[config.mk]
export PLATFORM = sky130hd
export DESIGN_NAME = fifo_fwft_rd_stage
export DESIGN_NICKNAME = d
export VERILOG_FILES = /design/src/rtl/fifo_fwft_rd_stage.sv
export SDC_FILE = /design/constraint.sdc
export NUM_CORES = 1
export LEC_CHECK = 0
export BUFFER_PORTS_ARGS = -buffer_cell sky130_fd_sc_hd__buf_2
export CAP_MARGIN = 40
export CORE_AREA = 2 2 72 74
export CTS_BUF_LIST = sky130_fd_sc_hd__clkbuf_2
export DETAILED_ROUTE_END_ITERATION = 16
export DIE_AREA = 0 0 74 76
export PLACE_DENSITY_LB_ADDON = 0.1
export SETUP_SLACK_MARGIN = 0.15
export SLEW_MARGIN = 5
export SYNTH_ARGS = -nofsm -noshare
export SYNTH_HDL_FRONTEND = slang
export SYNTH_SLANG_ARGS = --single-unit
export TNS_END_PERCENT = 100
[constraint.sdc]
create_clock -name rd_clk -period 6.66 [get_ports rd_clk]
set_input_delay 0.666 -clock rd_clk [delete_from_list [all_inputs] [get_ports rd_clk]]
set_output_delay 0.666 -clock rd_clk [all_outputs]
set_load 0.02 [all_outputs]
[src/rtl/fifo_fwft_rd_stage.sv]
// First-word-fall-through read stage behind the async FIFO: credit-limited prefetch buffer, valid/ready output.
// Optional macro FWFT_LEVEL_EN adds out_level (buffer occupancy) and out_full.
module fifo_fwft_rd_stage #(
    parameter int WIDTH     = 32,
    parameter int BUF_DEPTH = 2
) (
    input  logic             rd_clk,
    input  logic             rd_rst,
    input  logic             fifo_empty,
    output logic             fifo_rd_en,
    input  logic [WIDTH-1:0] fifo_rd_data,
    output logic             out_valid,
    input  logic             out_ready,
    output logic [WIDTH-1:0] out_data
`ifdef FWFT_LEVEL_EN
    ,
    output logic [$clog2(BUF_DEPTH):0] out_level,
    output logic                       out_full
`endif
);

    localparam int AW = $clog2(BUF_DEPTH);
    localparam int CW = AW + 1;

    logic [WIDTH-1:0] buf_mem [BUF_DEPTH];
    logic [AW-1:0]    wptr;
    logic [AW-1:0]    rptr;
    logic [CW-1:0]    count;
    logic             inflight;
    logic             push;
    logic             pop;
    logic [CW-1:0]    credit_used;

    assign push      = inflight;
    assign pop       = out_valid & out_ready;
    assign out_valid = (count != '0);
    assign out_data  = out_valid ? buf_mem[rptr] : '0;

    // Slots already committed after this cycle: stored + arriving - leaving.
    // pop implies count >= 1, so the subtraction cannot wrap.
    assign credit_used = count + CW'(inflight) - CW'(pop);
    assign fifo_rd_en  = ~fifo_empty & ~rd_rst & (credit_used < CW'(BUF_DEPTH));

    // Stage boundary: issued read returns next cycle as push
    always_ff @(posedge rd_clk) begin
        if (rd_rst) begin
            wptr     <= '0;
            rptr     <= '0;
            count    <= '0;
            inflight <= 1'b0;
        end else begin
            inflight <= fifo_rd_en;
            if (push) begin
                wptr <= wptr + 1'b1;
            end
            if (pop) begin
                rptr <= rptr + 1'b1;
            end
            count <= count + CW'(push) - CW'(pop);
        end
    end

    always_ff @(posedge rd_clk) begin
        if (push) begin
            buf_mem[wptr] <= fifo_rd_data;
        end
    end

`ifdef FWFT_LEVEL_EN
    assign out_level = count;
    assign out_full  = (count == CW'(BUF_DEPTH));
`endif

endmodule

==> metrics.json <==
{
  "status": {
    "status": "finished clean"
  },
  "synthesis": {
    "netlist_area_sq_mm": 0.002688,
    "cell_count_after_synthesis": 161,
    "synth_area_per_cell_sq_um": 16.69,
    "synth_sequential_area_ratio_pct": 75.98,
    "ys_seq_elements": 70,
    "ys_types": 17,
    "syn-num-nets": 199,
    "synthTopCellsByArea": "edfxtp_1 (72%), mux2i_1 (12%), nor2_1 (4.9%), dfxtp_1 (4.5%), buf_6 (1.3%)",
    "yosysTopAreaCell": "edfxtp_1",
    "synth_top_area_share_pct": 71.51,
    "yosysWarningCount": 0
  },
  "cts": {
    "tritoncts.num_buffers": 9,
    "cts-root-buf": "clkbuf_2",
    "worstSkewPairLatency_ns": 0.49,
    "worst_path_clk_slew_ns": 0.15,
    "cts.repair_timing.setup_buffer_count": 0,
    "htree_num_levels": 3,
    "cts-resized-gates": 0,
    "holdBufCountCts": 0,
    "ctsLongestPathBuffers": 2,
    "cts_tree": "yes",
    "cts_num_sinks": 70
  },
  "final_layout": {
    "layout.cells.most_common": "buf_2",
    "antenna_cells_inserted": 0,
    "mostFrequentLayoutCells": "buf_2 (69), edfxtp_1 (64), nor2_1 (34)",
    "fillCellCount": 377,
    "post-route-util_pct": 65.51,
    "flow.area_growth_from_synthesis_pct": 19.74,
    "fin_area_sq_mm": 0.003218,
    "final_net_count": 276,
    "post_route_cells_drive_above_1_share_pct": 38.27
  },
  "placement": {
    "gp_routability_congestion": 0.6324,
    "placement.io_buffers": 69,
    "place_hpwl_mm": 2.957,
    "postPlaceCellArea_sq_mm": 0.003138
  },
  "floorplan": {
    "floorplan.initialDensity_pct": 54.71,
    "die_area_sq_mm": 0.005624,
    "area_of_the_core_region_sq_mm": 0.004912,
    "pin_count": 70,
    "die_w_um": 74,
    "fp.dieH_um": 76,
    "row_count": 26
  },
  "setup_path": {
    "end_kind": "output pin",
    "critical_path.startpoint_type": "flop",
    "path_max_fanout": 3,
    "cp.buffers_inverters": 2,
    "crit_path_top_delay_cell": "dfxtp_1",
    "timing.critical_path.max_delay_family": "adder cells",
    "cpPeakStageDelay_ns": 0.37,
    "worst_ep_required_time_ns": 5.99,
    "worst_ep_arrival_time_ns": 2.14,
    "timing_worst_setup_path_type": "flop to output pin",
    "critPathMostFrequentCell": "ha_1",
    "path_cells": "o21a_1 > ha_1 > inv_1 > ha_1 > xor3_1 > nor3_1 > buf_2"
  },
  "global_route": {
    "grt_start_max_net_pins": 33,
    "first_global_vias": 1525,
    "grt_remaining_overflow": 0,
    "antenna_violations_before_repair": 0,
    "first_pass_grt_wire_length_mm": 6.817,
    "grt_usage_pct": 17.08
  },
  "routing": {
    "drt-total-wl_mm": 4.419,
    "routed-via-count": 1508,
    "wl_per_cell_um": 14.12,
    "avgViaCountPerCell": 4.818,
    "antenna_violating_nets_post_route": 0,
    "post-route-drc-count": 0,
    "first_pass_iters": 4,
    "drt-initial-drc-count": 76
  },
  "timing": {
    "tightest_slew_ns": 0.6665,
    "report.final.setup_viol": 0,
    "hold_ws_ns": 0.3480,
    "period_needed_ns": 2.804,
    "achievable-frequency_mhz": 356.7,
    "final-max-slew-violation-count": 0,
    "post_route_clock_period_utilization_pct": 42.09,
    "finalHoldViolations": 0,
    "clock-skew-final_ns": 0.02035,
    "relSlewSlack_pct": 55.52,
    "grt_setup_unrepaired": "false",
    "totalNegativeSetupSlack_ns": 0
  },
  "pwr": {
    "clockPowerShare_pct": 16.2,
    "fin_total_pwr_mw": 1.153,
    "share_comb_of_total_power_pct": 33.4,
    "psw_uw": 398.7,
    "peakVddDrop_mv": 0.2108,
    "power.sequential.fraction_pct": 50.4,
    "power_leakage_nw": 1.262,
    "power.density_cell_area_mw_per_mm2": 358.1,
    "switching_share_pct": 34.59,
    "cellInternalPower_uw": 753.8
  },
  "min_path": {
    "hold_class": "input port to flop"
  },
  "flow_run": {
    "timing.max_cap.violations": 0
  }
}
==> registers in the layout, indices dropped and copies added, names as in the netlist, named ones only <==
signal,count
inflight,1
count,2
rptr,1
wptr,1
buf_mem,64
==> per-stage QoR <==
stage | setup WS, ns | instances
2_1_floorplan | 4.055 | 161
3_3_place_gp | 4.102 | 295
3_5_place_dp | 4.026 | 297
4_1_cts | 3.796 | 313
5_1_grt | 3.668 | 313
6_report | 3.857 | 313
==> layer usage <==
layer	track usage [%]	vias up	wire, um
li1	-	736	-
met1	18.22	711	1729
met2	27.59	48	2297
met3	5.820	13	266
met4	12.00	0	125
met5	0	-	0
==> worst paths after layout <==
| kind | slack, ns | cells after the start | startpoint | endpoint |
|---|---|---|---|---|
| worst max-delay path | 3.86 | 7 | count[1] | fifo_rd_en |
| worst min-delay path | 0.35 | 2 | fifo_empty | inflight |
| worst max register to register | 5.08 | 6 | count[1] | count[1] |
| worst min register to register | 0.58 | 2 | inflight | wptr |
==> cell type report <==
class                      count  area, sq um  area share [%]
clock buffer                  13        65.06           2.022
multi-input combinational     81        588.1           18.27
clock inverter                 3        15.01          0.4666
sequential                    70         2043           63.49
timing repair buffer          73        407.9           12.67
tap                           70        87.58           2.722
inverter                       3        11.26          0.3499
==> cells by family after synthesis <==
logic type	after synthesis	share of synthesized area [%]
compound gates	1	0.2794
xor+xnor	2	1.210
fa+ha+maj	2	0.9309
buf+inv	10	2.421
flops	70	75.98
mux	34	12.76
simple gates	42	6.425
==> Yosys cell counts, drive strengths merged <==
cell type and number:
buf 7, o21a 1, mux2i 32, xnor2 1
ha 2, edfxtp 64, nor2b 3, nor3 2
inv 3, mux2 2, xor3 1, and2 1
dfxtp 6, nor2 36
==> power by group through the flow <==
stage	logic (mW)	clock network, mW	registers, mW
2_1_floorplan	0.285	0	0.572
5_1_grt	0.421	0.215	0.588
6_report	0.385	0.187	0.581
3_5_place_dp	0.391	0	0.592
4_1_cts	0.393	0.194	0.582
3_3_place_gp	0.342	0	0.606
==> worst reg2reg max path: cells and delay by family, from the launching register on <==
| family | cells | cell delay (ns) |
|---|---|---|
| AOI/OAI and AO/OA | 1 | 0.24 |
| xor gates and xnor gates | 1 | 0.25 |
| adders and majority gates | 2 | 0.44 |
| buffers and inverters | 1 | 0.06 |
| DFF | 1 | 0.37 |
| and+or+nand+nor | 1 | 0.15 |
Power figures use the tool's default switching activity.
